--- src/rtl/bram_debug_sequencer_if.sv ---
// Host command/stream channels and RV32Core debug-port signals for bram_debug_sequencer.
// slave = sequencer side; master = host link plus the two BRAM debug ports.
interface bram_debug_sequencer_if;
    logic        cmd_valid;
    logic        cmd_ready;
    logic [1:0]  cmd_op;
    logic        cmd_sel;
    logic [11:0] cmd_base;
    logic [12:0] cmd_len;
    logic [31:0] cmd_cycles;

    logic        in_valid;
    logic        in_ready;
    logic [31:0] in_data;

    logic        out_valid;
    logic        out_ready;
    logic [31:0] out_data;
    logic        out_last;

    logic [31:0] dbg_data_a2;
    logic [31:0] dbg_data_wd2;
    logic [3:0]  dbg_data_we2;
    logic [31:0] dbg_data_rd2;
    logic [31:0] dbg_inst_a2;
    logic [31:0] dbg_inst_wd2;
    logic [3:0]  dbg_inst_we2;
    logic [31:0] dbg_inst_rd2;

    logic        done;

    modport master (
        output cmd_valid, cmd_op, cmd_sel, cmd_base, cmd_len, cmd_cycles,
        input  cmd_ready,
        output in_valid, in_data,
        input  in_ready,
        input  out_valid, out_data, out_last,
        output out_ready,
        input  dbg_data_a2, dbg_data_wd2, dbg_data_we2,
        input  dbg_inst_a2, dbg_inst_wd2, dbg_inst_we2,
        output dbg_data_rd2, dbg_inst_rd2,
        input  done
    );

    modport slave (
        input  cmd_valid, cmd_op, cmd_sel, cmd_base, cmd_len, cmd_cycles,
        output cmd_ready,
        input  in_valid, in_data,
        output in_ready,
        output out_valid, out_data, out_last,
        input  out_ready,
        output dbg_data_a2, dbg_data_wd2, dbg_data_we2,
        output dbg_inst_a2, dbg_inst_wd2, dbg_inst_we2,
        input  dbg_data_rd2, dbg_inst_rd2,
        output done
    );
endinterface

--- src/rtl/bram_debug_sequencer.sv ---
// LOAD / RUN / DUMP sequencer driving the RV32Core BRAM debug ports and core reset.
// Optional LOAD_CHECKSUM_EN adds load_sum, the mod-2^32 sum of words accepted by the last LOAD.
module bram_debug_sequencer #(
    parameter int BRAMWORDS  = 4096,
    parameter int RST_CYCLES = 5
) (
    input  logic                         CPU_CLK,
    input  logic                         CPU_RST,
    bram_debug_sequencer_if.slave        bus,
    output logic                         core_rst
`ifdef LOAD_CHECKSUM_EN
    ,
    output logic [31:0]                  load_sum
`endif
);
    localparam int AW = $clog2(BRAMWORDS);

    localparam logic [1:0] OP_LOAD = 2'd0;
    localparam logic [1:0] OP_RUN  = 2'd1;
    localparam logic [1:0] OP_DUMP = 2'd2;

    typedef enum logic [2:0] {
        S_IDLE, S_LOAD, S_RST_PULSE, S_RUN, S_DUMP_RD, S_DUMP_WAIT, S_DUMP_OUT
    } state_t;

    state_t          state, state_nxt;
    logic            sel_r;
    logic [AW-1:0]   base_r;
    logic [12:0]     len_r;
    logic [31:0]     cycles_r;
    logic [12:0]     k;
    logic [31:0]     cnt;

    logic [12:0]     len_c;
    logic [AW-1:0]   idx_cur, idx_next;
    logic            k_last, in_fire, out_fire;

    function automatic logic [31:0] byte_addr(input logic [AW-1:0] idx);
        return {{(30-AW){1'b0}}, idx, 2'b00};
    endfunction

    assign len_c    = (bus.cmd_len > 13'(BRAMWORDS)) ? 13'(BRAMWORDS) : bus.cmd_len;
    assign idx_cur  = base_r + k[AW-1:0];
    assign idx_next = idx_cur + AW'(1);
    assign k_last   = (k == len_r - 13'd1);
    assign in_fire  = (state == S_LOAD) && bus.in_valid;
    assign out_fire = (state == S_DUMP_OUT) && bus.out_ready;

    always_ff @(posedge CPU_CLK) begin
        if (!CPU_RST) state <= S_IDLE;
        else          state <= state_nxt;
    end

    always_comb begin
        state_nxt     = state;
        bus.cmd_ready = (state == S_IDLE);
        bus.in_ready  = (state == S_LOAD);
        case (state)
            S_IDLE: if (bus.cmd_valid) begin
                case (bus.cmd_op)
                    OP_LOAD: if (len_c != '0) state_nxt = S_LOAD;
                    OP_RUN:  state_nxt = S_RST_PULSE;
                    OP_DUMP: if (len_c != '0) state_nxt = S_DUMP_RD;
                    default: state_nxt = S_IDLE;
                endcase
            end
            S_LOAD:      if (in_fire && k_last) state_nxt = S_IDLE;
            S_RST_PULSE: if (cnt == 32'(RST_CYCLES - 1)) state_nxt = S_RUN;
            S_RUN:       if (cnt <= 32'd1) state_nxt = S_IDLE;
            S_DUMP_RD:   state_nxt = S_DUMP_WAIT;
            S_DUMP_WAIT: state_nxt = S_DUMP_OUT;
            S_DUMP_OUT:  if (out_fire) state_nxt = k_last ? S_IDLE : S_DUMP_RD;
            default:     state_nxt = S_IDLE;
        endcase
    end

    // Debug-port and stream outputs are all registered; the BRAM sees a clean one-cycle write strobe.
    always_ff @(posedge CPU_CLK) begin
        if (!CPU_RST) begin
            sel_r            <= 1'b0;
            base_r           <= '0;
            len_r            <= '0;
            cycles_r         <= '0;
            k                <= '0;
            cnt              <= '0;
            core_rst         <= 1'b1;
            bus.done         <= 1'b0;
            bus.out_valid    <= 1'b0;
            bus.out_last     <= 1'b0;
            bus.out_data     <= '0;
            bus.dbg_data_a2  <= '0;
            bus.dbg_data_wd2 <= '0;
            bus.dbg_data_we2 <= '0;
            bus.dbg_inst_a2  <= '0;
            bus.dbg_inst_wd2 <= '0;
            bus.dbg_inst_we2 <= '0;
`ifdef LOAD_CHECKSUM_EN
            load_sum         <= '0;
`endif
        end else begin
            bus.done         <= 1'b0;
            bus.dbg_data_we2 <= '0;
            bus.dbg_inst_we2 <= '0;
            case (state)
                S_IDLE: if (bus.cmd_valid) begin
                    sel_r    <= bus.cmd_sel;
                    base_r   <= bus.cmd_base[AW-1:0];
                    len_r    <= len_c;
                    cycles_r <= bus.cmd_cycles;
                    k        <= '0;
                    cnt      <= '0;
                    case (bus.cmd_op)
                        OP_LOAD: begin
                            bus.dbg_data_a2 <= '0;
                            bus.dbg_inst_a2 <= '0;
                            if (len_c == '0) bus.done <= 1'b1;
                            else             core_rst <= 1'b1;
`ifdef LOAD_CHECKSUM_EN
                            load_sum <= '0;
`endif
                        end
                        OP_RUN: core_rst <= 1'b1;
                        OP_DUMP: begin
                            bus.dbg_data_a2 <= '0;
                            bus.dbg_inst_a2 <= '0;
                            if (len_c == '0)      bus.done        <= 1'b1;
                            else if (bus.cmd_sel) bus.dbg_inst_a2 <= byte_addr(bus.cmd_base[AW-1:0]);
                            else                  bus.dbg_data_a2 <= byte_addr(bus.cmd_base[AW-1:0]);
                        end
                        default: ;
                    endcase
                end
                S_LOAD: if (in_fire) begin
                    if (sel_r) begin
                        bus.dbg_inst_a2  <= byte_addr(idx_cur);
                        bus.dbg_inst_wd2 <= bus.in_data;
                        bus.dbg_inst_we2 <= 4'hF;
                    end else begin
                        bus.dbg_data_a2  <= byte_addr(idx_cur);
                        bus.dbg_data_wd2 <= bus.in_data;
                        bus.dbg_data_we2 <= 4'hF;
                    end
`ifdef LOAD_CHECKSUM_EN
                    load_sum <= load_sum + bus.in_data;
`endif
                    k <= k + 13'd1;
                    if (k_last) bus.done <= 1'b1;
                end
                S_RST_PULSE: begin
                    if (cnt == 32'(RST_CYCLES - 1)) begin
                        core_rst <= 1'b0;
                        cnt      <= cycles_r;
                    end else begin
                        cnt <= cnt + 32'd1;
                    end
                end
                // cnt holds the remaining run cycles; 0 and 1 both finish after one RUN cycle.
                S_RUN: begin
                    if (cnt <= 32'd1) bus.done <= 1'b1;
                    else              cnt      <= cnt - 32'd1;
                end
                S_DUMP_WAIT: begin
                    bus.out_data  <= sel_r ? bus.dbg_inst_rd2 : bus.dbg_data_rd2;
                    bus.out_valid <= 1'b1;
                    bus.out_last  <= k_last;
                end
                S_DUMP_OUT: if (bus.out_ready) begin
                    bus.out_valid <= 1'b0;
                    bus.out_last  <= 1'b0;
                    if (k_last) begin
                        bus.done <= 1'b1;
                    end else begin
                        k <= k + 13'd1;
                        if (sel_r) bus.dbg_inst_a2 <= byte_addr(idx_next);
                        else       bus.dbg_data_a2 <= byte_addr(idx_next);
                    end
                end
                default: ;
            endcase
        end
    end
endmodule

--- src/flat_wrapper.sv ---
// flat-port wrapper written by rule: the top's interface ports become plain ports
module bram_debug_sequencer_flat 
#(
    parameter int BRAMWORDS  = 4096,
    parameter int RST_CYCLES = 5
)
  (CPU_CLK, CPU_RST, core_rst, bus_cmd_valid, bus_cmd_op, bus_cmd_sel, bus_cmd_base, bus_cmd_len, bus_cmd_cycles, bus_cmd_ready, bus_in_valid, bus_in_data, bus_in_ready, bus_out_valid, bus_out_data, bus_out_last, bus_out_ready, bus_dbg_data_a2, bus_dbg_data_wd2, bus_dbg_data_we2, bus_dbg_inst_a2, bus_dbg_inst_wd2, bus_dbg_inst_we2, bus_dbg_data_rd2, bus_dbg_inst_rd2, bus_done);
  bram_debug_sequencer_if bus_i ();
  input  logic CPU_CLK;
  input  logic CPU_RST;
  output logic core_rst;
  input wire logic [$bits(bus_i.cmd_valid)-1:0] bus_cmd_valid;
  input wire logic [$bits(bus_i.cmd_op)-1:0] bus_cmd_op;
  input wire logic [$bits(bus_i.cmd_sel)-1:0] bus_cmd_sel;
  input wire logic [$bits(bus_i.cmd_base)-1:0] bus_cmd_base;
  input wire logic [$bits(bus_i.cmd_len)-1:0] bus_cmd_len;
  input wire logic [$bits(bus_i.cmd_cycles)-1:0] bus_cmd_cycles;
  output wire logic [$bits(bus_i.cmd_ready)-1:0] bus_cmd_ready;
  input wire logic [$bits(bus_i.in_valid)-1:0] bus_in_valid;
  input wire logic [$bits(bus_i.in_data)-1:0] bus_in_data;
  output wire logic [$bits(bus_i.in_ready)-1:0] bus_in_ready;
  output wire logic [$bits(bus_i.out_valid)-1:0] bus_out_valid;
  output wire logic [$bits(bus_i.out_data)-1:0] bus_out_data;
  output wire logic [$bits(bus_i.out_last)-1:0] bus_out_last;
  input wire logic [$bits(bus_i.out_ready)-1:0] bus_out_ready;
  output wire logic [$bits(bus_i.dbg_data_a2)-1:0] bus_dbg_data_a2;
  output wire logic [$bits(bus_i.dbg_data_wd2)-1:0] bus_dbg_data_wd2;
  output wire logic [$bits(bus_i.dbg_data_we2)-1:0] bus_dbg_data_we2;
  output wire logic [$bits(bus_i.dbg_inst_a2)-1:0] bus_dbg_inst_a2;
  output wire logic [$bits(bus_i.dbg_inst_wd2)-1:0] bus_dbg_inst_wd2;
  output wire logic [$bits(bus_i.dbg_inst_we2)-1:0] bus_dbg_inst_we2;
  input wire logic [$bits(bus_i.dbg_data_rd2)-1:0] bus_dbg_data_rd2;
  input wire logic [$bits(bus_i.dbg_inst_rd2)-1:0] bus_dbg_inst_rd2;
  output wire logic [$bits(bus_i.done)-1:0] bus_done;
  assign bus_i.cmd_valid = bus_cmd_valid;
  assign bus_i.cmd_op = bus_cmd_op;
  assign bus_i.cmd_sel = bus_cmd_sel;
  assign bus_i.cmd_base = bus_cmd_base;
  assign bus_i.cmd_len = bus_cmd_len;
  assign bus_i.cmd_cycles = bus_cmd_cycles;
  assign bus_cmd_ready = bus_i.cmd_ready;
  assign bus_i.in_valid = bus_in_valid;
  assign bus_i.in_data = bus_in_data;
  assign bus_in_ready = bus_i.in_ready;
  assign bus_out_valid = bus_i.out_valid;
  assign bus_out_data = bus_i.out_data;
  assign bus_out_last = bus_i.out_last;
  assign bus_i.out_ready = bus_out_ready;
  assign bus_dbg_data_a2 = bus_i.dbg_data_a2;
  assign bus_dbg_data_wd2 = bus_i.dbg_data_wd2;
  assign bus_dbg_data_we2 = bus_i.dbg_data_we2;
  assign bus_dbg_inst_a2 = bus_i.dbg_inst_a2;
  assign bus_dbg_inst_wd2 = bus_i.dbg_inst_wd2;
  assign bus_dbg_inst_we2 = bus_i.dbg_inst_we2;
  assign bus_i.dbg_data_rd2 = bus_dbg_data_rd2;
  assign bus_i.dbg_inst_rd2 = bus_dbg_inst_rd2;
  assign bus_done = bus_i.done;
  bram_debug_sequencer #(.BRAMWORDS(BRAMWORDS), .RST_CYCLES(RST_CYCLES)) u_core (.CPU_CLK(CPU_CLK), .CPU_RST(CPU_RST), .bus(bus_i), .core_rst(core_rst));
endmodule
--- config.mk ---
export PLATFORM = sky130hd
export DESIGN_NAME = bram_debug_sequencer_flat
export DESIGN_NICKNAME = d
export VERILOG_FILES = /design/src/rtl/bram_debug_sequencer_if.sv /design/src/rtl/bram_debug_sequencer.sv /design/src/flat_wrapper.sv
export SDC_FILE = /design/constraint.sdc
export NUM_CORES = 1
export LEC_CHECK = 0
export CORE_UTILIZATION = 40
export DETAILED_ROUTE_END_ITERATION = 10
export GPL_ROUTABILITY_DRIVEN = 0
export PLACE_DENSITY = 0.65
export SETUP_SLACK_MARGIN = 0.2
export SYNTH_ARGS = -nofsm -noshare
export SYNTH_HDL_FRONTEND = slang
export SYNTH_SLANG_ARGS = --single-unit
export TNS_END_PERCENT = 20
--- constraint.sdc ---
create_clock -name CPU_CLK -period 3.9 [get_ports CPU_CLK]
set_input_delay 1.17 -clock CPU_CLK [delete_from_list [all_inputs] [get_ports CPU_CLK]]
set_output_delay 1.17 -clock CPU_CLK [all_outputs]
set_load 0.02 [all_outputs]
==> results.py <==
metrics = {
    "timing": {
        "period_share_pct": 92.25,
        "finalSetupTns_ns": 0,
        "slew_viol_final": 0,
        "setup_viol": 0,
        "worst_pin_slew_ns": 1.232,
        "holdWs_ns": 0.4528,
        "max_freq_ghz": 0.2780,
        "hold_viol": 0,
        "worst_slack_ns": 0.3024,
        "rsz0062_at_grt": "yes",
        "relSlewSlack_pct": 17.56,
        "final.setup_skew_ns": 0.01063,
        "period_needed_ns": 3.598,
    },
    "synth": {
        "synth_warnings": 0,
        "yosysTopAreaCell": "dfxtp_1",
        "mappedNetlistArea_sq_um": 12190,
        "async_flop_share_pct": 0,
        "synthAdderAreaFrac_pct": 2.013,
        "yosys-top-cells-count": "290 x nand2_1, 232 x dfxtp_1, 189 x a21oi_1",
        "yosys_register_bits": 232,
        "synth_edf_count": 0,
        "synth_compound_area_share_pct": 22.99,
        "synth_top_family_by_area": "compound AO/OA/AOI/OAI gates",
        "yosysSeqAreaShare_pct": 38.11,
        "synth_cells": 1570,
        "synth.most_common_cell": "nand2_1",
        "synth_top_area_share_pct": 38.11,
        "synth_xor_area_share_pct": 3.881,
        "ys_types": 78,
        "synth.mux.area_fraction_pct": 2.793,
        "synthFlopType": "dfxtp_1",
        "synth-simple-area-share_pct": 22.62,
        "syn_area_per_cell_sq_um": 7.761,
        "synthTopCellsByArea": "dfxtp_1 38%, nand2_1 8.9%, a21oi_1 7.8%",
    },
    "global_route": {
        "grt_max_degree": 60,
        "grt.busiest_layer": "met2",
        "use_met1_pct": 32.15,
        "grt_pass1_vias": 11320,
        "overflow": 0,
        "antenna_found_initial": 3,
        "met2_usage_pct": 40.31,
        "grt_usage_pct": 24.82,
        "met3_usage_pct": 5.879,
        "grt_pass1_wl_um": 61550,
    },
    "clock_network": {
        "clk_latency_ns": 0.55,
        "cts_setup_buffers": 0,
        "numClockSinks": 232,
        "ctsRootBufferMaster": "clkbuf_16",
        "numCtsBuffers": 27,
        "clk_pin_slew_worst_paths_ns": 0.06,
        "cts-htree-levels": 1,
        "cts_buffer_depth": 3,
        "cts_tree": "done",
    },
    "route": {
        "drc": 0,
        "post_drt_wl_per_cell_um": 17.89,
        "wirelength_um": 39720,
        "viasPerCell": 5.493,
        "first_pass_iters": 6,
        "drt_iter0_markers": 929,
        "vias": 12200,
        "drtAntennaViolNets": 0,
    },
    "worst_setup_path": {
        "cp-startpoint": "u_core.k[0]$_SDFFE_PN0P_",
        "worstSetupStartpointType": "register",
        "critical_path.max_stage_delay_ns": 0.55,
        "cp_top_family": "simple AND/OR/NAND/NOR gates",
        "cp_slowest_cell": "nor4_1",
        "crit_buf_inv": 0,
        "rr_startpoint": "u_core.k[0]$_SDFFE_PN0P_",
        "crit_arrival_ns": 4.02,
        "crit_chain": "ha_1 > fa_1 > a211oi_1 > nor2_1 > nor4_1 > nand4_1 > or3_1 > or4_1 > a31oi_1 > a31oi_1",
        "endpoint_kind": "register",
        "path_max_fanout": 5,
        "crit_required_ns": 4.32,
        "crit_top_cell": "a31oi_1",
        "worstSetupPathType": "register to register",
    },
    "final_layout": {
        "multi_input_area_sq_um": 6790,
        "nets": 1987,
        "area_growth_pct": 32.90,
        "drive_gt1_share_pct": 6.076,
        "fillerInstances": 2849,
        "post-route-util_pct": 54.35,
        "final_cells": 2220,
        "register_area_sq_um": 4646,
    },
    "floorplanning": {
        "die_w_um": 176.5,
        "row_count": 63,
        "io_pins": 335,
        "initial_core_util_pct": 40.90,
        "core_area_sq_um": 29800,
        "die_area_sq_um": 31170,
        "dieHeight_um": 176.5,
    },
    "placed_design": {
        "io_buffers": 294,
        "hpwlAfterDp_um": 28710,
        "pre_cts_slack_ns": 0.3346,
        "place_inst": 2168,
    },
    "worst_hold_path": {
        "hold_path.class": "register to register",
        "hold_start": "u_core.bus.dbg_data_wd2[5]$_SDFFE_PN0P_",
    },
    "power_and_ir_drop": {
        "power_leakage_nw": 5.636,
        "ir_drop_mv": 0.3270,
        "p_per_area_nw_per_um2": 425.9,
    },
    "status": {
        "status": "complete, no violations",
    },
    "flow_run": {
        "drv_cap": 0,
    },
}
## through the flow
step | area (sq um) | total power, mW
floorplan | 12330 | 3.705
CTS | 16180 | 6.961
detailed placement | 15250 | 4.314
finish | 16190 | 6.898
global placement | 15250 | 4.298
global route | 16190 | 7.224
## power by group
part | switching, mW | internal (mW) | total, mW
sequential | 0.126 | 2.53 | 2.65
clock | 1.03 | 1.59 | 2.62
combinational | 0.947 | 0.675 | 1.62
## state kept, by name (all words and copies together), names as in the netlist, 3 cells and up
signal / count
u_core.bus.dbg_data_wd2: 32
u_core.bus.dbg_inst_wd2: 32
u_core.bus.out_data: 32
u_core.cnt: 32
u_core.cycles_r: 32
u_core.k: 13
u_core.len_r: 13
u_core.base_r: 12
u_core.bus.dbg_data_a2: 12
u_core.bus.dbg_inst_a2: 12
u_core.state: 3
## cell families (layout without fill, tap and decap cells)
group | count (synthesis) | count (layout)
xor gates and xnor gates | 54 | 54
AOI/OAI and AO/OA | 440 | 440
and+or+nand+nor | 609 | 609
muxes | 34 | 34
buffers and inverters | 181 | 399
DFF | 232 | 232
adders and majority gates | 19 | 19
other | 1 | 43
## worst paths after layout
path	depth (start not counted)	slack, ns	endpoint
min reg2reg	2	0.45	u_core.bus.dbg_data_wd2[5]$_SDFFE_PN0P_
max	10	0.30	u_core.bus.dbg_data_a2[13]$_SDFFE_PN0P_
min	2	0.45	u_core.bus.dbg_data_wd2[5]$_SDFFE_PN0P_
max reg2reg	10	0.30	u_core.bus.dbg_data_a2[13]$_SDFFE_PN0P_
## per-layer routing
| metal | vias up | wire, um |
|---|---|---|
| met5 | - | 0 |
| met4 | 0 | 1138 |
| met3 | 63 | 3017 |
| met2 | 456 | 18690 |
| met1 | 5694 | 16870 |
| li1 | 5982 | - |
## cell usage in the layout, fill, tap and decap left out, types with 4 or more instances in the layout
cell type	Yosys	routed
a221oi_1	12	12
a211oi_1	56	56
clkdlybuf4s50_1	0	294
clkinv_2	0	6
o221ai_1	5	5
or4_1	10	10
conb_1	1	40
ha_1	18	18
clkbuf_1	87	4
or2_2	8	8
or3_1	14	14
o21ai_1	13	13
clkbuf_16	0	27
inv_1	18	18
mux2i_1	34	34
xor2_1	18	18
nor2_1	124	121
nand4_1	11	11
nor2b_1	6	6
nand2_1	290	289
nor3b_1	12	12
a22oi_1	14	14
a32oi_1	4	4
nor4_1	18	18
buf_4	48	34
nand2b_1	6	6
a31oi_1	8	8
nand3_1	35	35
o21ai_0	58	58
nor3_1	37	37
o31ai_1	11	11
xnor2_1	36	36
o211ai_1	6	6
clkbuf_8	0	6
and2_1	7	6
a21oi_1	189	189
o22ai_1	11	11
and3_1	15	15
dfxtp_1	232	231
## worst reg2reg max path, delay by kind of cell, from the launching register on
family,cells,cell delay (ns)
adder cells (fa/ha/maj),2,0.68
AO/OA/AOI/OAI,3,0.62
AND/OR/NAND/NOR,5,1.79
flip-flops,1,0.37
## layout make-up
class	count	share of cell area [%]
timing repair buffer	331	20.12
tap	390	3.013
clock buffer	37	4.775
clock inverter	12	0.9580
antenna	3	0.04636
multi-input combinational	1196	41.93
inverter	19	0.4713
sequential	232	28.69
## timing repair
item	CTS	global route
setup endpoints to repair	0	3
hold buffers	0	0
resized for setup	0	2
No activity file was read; power rests on OpenSTA's default activity.
